[config.mk]
export PLATFORM = sky130hd
export DESIGN_NAME = scroll_msg_writer
export DESIGN_NICKNAME = d
export VERILOG_FILES = /design/src/rtl/scroll_msg_writer.sv
export SDC_FILE = /design/constraint.sdc
export NUM_CORES = 1
export LEC_CHECK = 0
export CORE_MARGIN = 1.5
export CORE_UTILIZATION = 50
export DETAILED_ROUTE_END_ITERATION = 8
export PLACE_DENSITY = 0.68
export SLEW_MARGIN = 0
export SYNTH_ARGS = -nofsm -noshare
export SYNTH_HDL_FRONTEND = slang
export SYNTH_SLANG_ARGS = --single-unit
[constraint.sdc]
create_clock -name CLOCK_50 -period 4.1 [get_ports CLOCK_50]
set_clock_uncertainty 0.2 [all_clocks]
set_input_delay 1.23 -clock CLOCK_50 [delete_from_list [all_inputs] [get_ports CLOCK_50]]
set_output_delay 1.23 -clock CLOCK_50 [all_outputs]
set_load 0.005 [all_outputs]
[src/rtl/scroll_msg_writer.sv]
// Message buffer writer for the 7-seg scroller: debounced keys append/delete/clear chars; build option SCROLL_MSG_WRAP_EN.
// Latency: action 1 cycle after debounced press (msg_upd/overflow next cycle); rd_data 1 cycle after rd_addr.
// Backpressure: none; append when full is dropped with overflow, or overwrites the oldest char with SCROLL_MSG_WRAP_EN.
module scroll_msg_writer #(
    parameter int DEPTH     = 16,
    parameter int CODE_W    = 6,
    parameter int DB_CYCLES = 250000
) (
    input  logic                     CLOCK_50,
    input  logic                     RESET_N,
    input  logic [CODE_W-1:0]        char_code,
    input  logic                     key_append_n,
    input  logic                     key_delete_n,
    input  logic                     key_clear_n,
    input  logic [$clog2(DEPTH)-1:0] rd_addr,
    output logic [CODE_W-1:0]        rd_data,
    output logic [$clog2(DEPTH):0]   msg_len,
    output logic                     empty,
    output logic                     full,
    output logic                     msg_upd,
    output logic                     overflow
);

    localparam int AW = $clog2(DEPTH);
    localparam int CW = (DB_CYCLES > 1) ? $clog2(DB_CYCLES) : 1;
    localparam logic [CW-1:0] CNT_MAX  = CW'(DB_CYCLES - 1);
    localparam logic [AW:0]   LEN_FULL = (AW+1)'(DEPTH);

    // Key index 0 = append, 1 = delete, 2 = clear.
    logic [2:0]    key_raw;
    logic [2:0]    s1_q, s2_q, stb_q, stb_d, arm_q, arm_d, press;
    logic [CW-1:0] cnt_q [3];
    logic [CW-1:0] cnt_d [3];

    assign key_raw = {key_clear_n, key_delete_n, key_append_n};

    // A key is armed only after a debounced release, so a press held through reset never acts.
    always_comb begin
        stb_d = stb_q;
        arm_d = arm_q;
        press = '0;
        for (int k = 0; k < 3; k++) begin
            cnt_d[k] = '0;
            if (s2_q[k] != stb_q[k]) begin
                if (cnt_q[k] == CNT_MAX) begin
                    stb_d[k] = s2_q[k];
                    press[k] = arm_q[k] & ~s2_q[k];
                end else begin
                    cnt_d[k] = cnt_q[k] + CW'(1);
                end
            end else if (!arm_q[k] && stb_q[k]) begin
                if (cnt_q[k] == CNT_MAX) arm_d[k] = 1'b1;
                else                     cnt_d[k] = cnt_q[k] + CW'(1);
            end
        end
    end

    always_ff @(posedge CLOCK_50) begin
        if (!RESET_N) begin
            s1_q  <= '1;
            s2_q  <= '1;
            stb_q <= '1;
            arm_q <= '0;
            for (int k = 0; k < 3; k++) cnt_q[k] <= '0;
        end else begin
            s1_q  <= key_raw;
            s2_q  <= s1_q;
            stb_q <= stb_d;
            arm_q <= arm_d;
            cnt_q <= cnt_d;
        end
    end

    logic [CODE_W-1:0] mem [DEPTH];
    logic [AW:0]       len_q, len_d;
    logic [AW-1:0]     head_q, head_d, wr_addr, rd_idx;
    logic              wr_en, upd_q, upd_d, ovf_q, ovf_d;
    logic [CODE_W-1:0] rd_q, rd_d;

    assign empty = (len_q == '0);
    assign full  = (len_q == LEN_FULL);

    always_comb begin
        len_d   = len_q;
        head_d  = head_q;
        wr_en   = 1'b0;
        wr_addr = head_q + len_q[AW-1:0];
        upd_d   = 1'b0;
        ovf_d   = 1'b0;
        if (press[2]) begin
            len_d  = '0;
            head_d = '0;
            upd_d  = 1'b1;
        end else if (press[1]) begin
            if (!empty) begin
                len_d = len_q - (AW+1)'(1);
                upd_d = 1'b1;
            end
        end else if (press[0]) begin
            if (!full) begin
                wr_en = 1'b1;
                len_d = len_q + (AW+1)'(1);
                upd_d = 1'b1;
            end else begin
`ifdef SCROLL_MSG_WRAP_EN
                wr_en   = 1'b1;
                wr_addr = head_q;
                head_d  = head_q + AW'(1);
                upd_d   = 1'b1;
`else
                ovf_d   = 1'b1;
`endif
            end
        end
    end

    assign rd_idx = head_q + rd_addr;

    // Write-first bypass so a read of the slot being written returns the new code.
    always_comb begin
        rd_d = '0;
        if ({1'b0, rd_addr} < len_q) begin
            rd_d = (wr_en && (wr_addr == rd_idx)) ? char_code : mem[rd_idx];
        end
    end

    always_ff @(posedge CLOCK_50) begin
        if (wr_en) mem[wr_addr] <= char_code;
    end

    always_ff @(posedge CLOCK_50) begin
        if (!RESET_N) begin
            len_q  <= '0;
            head_q <= '0;
            rd_q   <= '0;
            upd_q  <= 1'b0;
            ovf_q  <= 1'b0;
        end else begin
            len_q  <= len_d;
            head_q <= head_d;
            rd_q   <= rd_d;
            upd_q  <= upd_d;
            ovf_q  <= ovf_d;
        end
    end

    assign rd_data  = rd_q;
    assign msg_len  = len_q;
    assign msg_upd  = upd_q;
    assign overflow = ovf_q;

endmodule
==> summary.txt <==
crit-path max cell delay: 0.57 ns
WL met1: 6250 um
Tot GR Track Use: 19.8%
syn_nets: 596
Area Overhead vs Synth: 15.6%
clock latency on the worst-skew pair: 0.43 ns
Leak Pwr: 2.78 nW
Routed Antenna Nets: 0
clock sink count: 175
CP Class: reg -> out
GPL Wtd Cong: 0.843
synthesized area per cell: 12.6 sq um
post-synth top area share: 40.0%
Ports: 30
top_reg_cell synth: edfxtp_1
1st-iter DRT viols: 310
worst hold slack: 0.208 ns
Crit path required time: 2.67 ns
GRT Residual Overflow: 0
die width: 123 um
Async SR Flop Fraction: 0%
critical path cell sequence: nor4_1 -> nor2b_1 -> clkdlybuf4s50_1
top sig layer: met4
critical path startpoint category: flip-flop
Max Slew Vio Count: 0
outcome: complete, no violations
Final Core Density: 59.5%
most frequent cells in the layout: 96 x edfxtp_1, 92 x nor2_1, 79 x dfxtp_1, 38 x nand2_1, 32 x nand3_1
CTS tree: yes
total of max-cap violations: 0
peak supply drop: 0.255 mV
area leader, netlist: edfxtp_1
DRC viols: 0
hold buffers post-CTS: 0
slowest library cell on the worst path: clkdlybuf4s50_1
Synth cell types: 48
Die Y: 123 um
Starting Density: 51.5%
maximum operating frequency: 271 MHz
die footprint: 15100 sq um
worst min-delay path class: reg -> reg
layout cell share with drive strength beyond 1: 11.5%
register bit total from synthesis: 175
Post-Syn Instances: 570
HPWL Detailed: 9690 um
Post-synth EDFFs: 96
Longest Clk Path Bufs: 2
met2 WL: 6880 um
Post-Syn Area: 7200 sq um
CTS root buf: clkbuf_16
ratio of final minimum period to clock period: 90.0%
Fin Setup TNS: 0 ns
vias in the first global route: 4310
Post CTS Setup Buffer Count: 0
clock-pin slew on the worst setup and hold paths: 0.07 ns
Ys Warns: 0
synth top area cells: edfxtp_1 40%, dfxtp_1 22%, mux4_2 7.5%, nor2_1 4.8%, xor2_1 3.4%
register area share after synthesis: 62.0%
largest net degree at the start of global routing: 19
Worst setup EP type: primary output
Total Nets Final: 637
CTS Buf Count: 17
CP Max Fanout: 11
Final Hold Fails: 0
most common cell after layout, fill and taps aside: edfxtp_1
Vias: 4420
Post-Route WL: 14000 um
worst-margin pin slew: 0.756 ns
CTS resizes: 0
wire per inst: 17.4 um
I/O Buffers: 29
H-tree depth: 4
Core Rows: 43
RSZ-0062 raised after global routing: no
core area: 14000 sq um
TritonRoute pass-1 iters: 5
Slew headroom: 49.2%
worst endpoint data arrival time: 2.26 ns
diode count: 0
setup violators final: 0
first-pass GRT wire length: 22300 um
WL met3: 614 um
Pwr Density: 439 nW/um^2
Tmin final: 3.69 ns
drt via density: 5.50
initial antenna violation count: 0
==> sequential cells by signal (all words and copies together) (netlist names) <==
signal	flops
mem	96
cnt_q	54
rd_data	6
msg_len	5
arm_q	3
s1_q	3
s2_q	3
stb_q	3
msg_upd	1
overflow	1
==> path summary, 6_finish.rpt <==
| kind | from | endpoint | slack (ns) | cells after the start |
|---|---|---|---|---|
| setup / recovery | msg_len[1] | empty | 0.41 | 3 |
| hold / removal | s1_q[0] | s2_q[0] | 0.21 | 1 |
| setup reg to reg | cnt_q[28] | msg_len[4] | 0.64 | 11 |
| hold reg to reg | s1_q[0] | s2_q[0] | 0.21 | 1 |
==> through the flow <==
step           total power, mW  setup WS, ns  std cells  instance area [sq um]
4_1_cts                   3.68         0.348        804                   8330
3_3_place_gp              2.03         0.712        772                   7720
3_5_place_dp              2.04         0.616        772                   7720
2_1_floorplan             1.98         0.337        570                   7200
5_1_grt                   3.77         0.284        804                   8330
6_report                  3.65         0.410        804                   8330
==> cell type report <==
| class | instances | area [sq um] |
|---|---|---|
| clock buffer | 18 | 439 |
| tap | 180 | 225 |
| multi-input combinational | 363 | 2610 |
| fill | 1156 | 5660 |
| inverter | 14 | 52.6 |
| clock inverter | 14 | 166 |
| sequential | 175 | 4460 |
| timing repair buffer | 40 | 368 |
==> critical path, delay by kind of cell (launching register included) <==
kind | cells | cell delay (ns)
DFF | 1 | 0.43
and+or+nand+nor | 2 | 0.83
buffers and inverters | 1 | 0.57
==> per-layer routing <==
metal	vias to the layer above	global-route usage, %
li1	2145	-
met1	2164	25.4
met2	95	32.7
met3	16	4.98
met4	0	7.54
met5	-	0
==> synth_stat cells (2+ instances only) <==
library cell,count
edfxtp_1,96
nor2_1,92
dfxtp_1,79
nand2_1,38
nand3_1,32
xor2_1,28
mux4_2,24
xnor2_1,23
inv_1,14
a22oi_1,12
clkbuf_1,12
ha_1,10
mux2i_1,9
nand2b_1,9
nand4_1,9
nor3_1,9
a21oi_1,7
and3_1,7
nor2b_1,7
nor4_1,7
o21ai_0,5
buf_2,4
a21o_1,2
a311o_1,2
a31oi_1,2
and2_1,2
and4_1,2
buf_1,2
nand3b_1,2
nand4b_1,2
o21a_1,2
o21ai_1,2
or4_1,2
==> power breakdown <==
group / switching (mW) / leakage, nW / internal, mW / total [mW]
combinational: 0.0730 / 0.977 / 0.0592 / 0.132
sequential: 0.00913 / 1.50 / 1.86 / 1.87
clock: 0.716 / 0.301 / 0.937 / 1.65
==> kinds of logic (layout without fill, tap and decap cells) <==
| kind of cell | after synthesis | after routing | share of synthesized area [%] |
|---|---|---|---|
| multiplexers | 34 | 34 | 8.91 |
| flip-flops | 175 | 175 | 62.0 |
| AND/OR/NAND/NOR | 229 | 229 | 15.4 |
| buffers and inverters | 32 | 86 | 1.74 |
| adder cells (fa/ha/maj) | 11 | 11 | 2.01 |
| AO/OA/AOI/OAI | 38 | 38 | 3.80 |
| XOR/XNOR | 51 | 51 | 6.20 |
(Power assumes the default switching activity.)
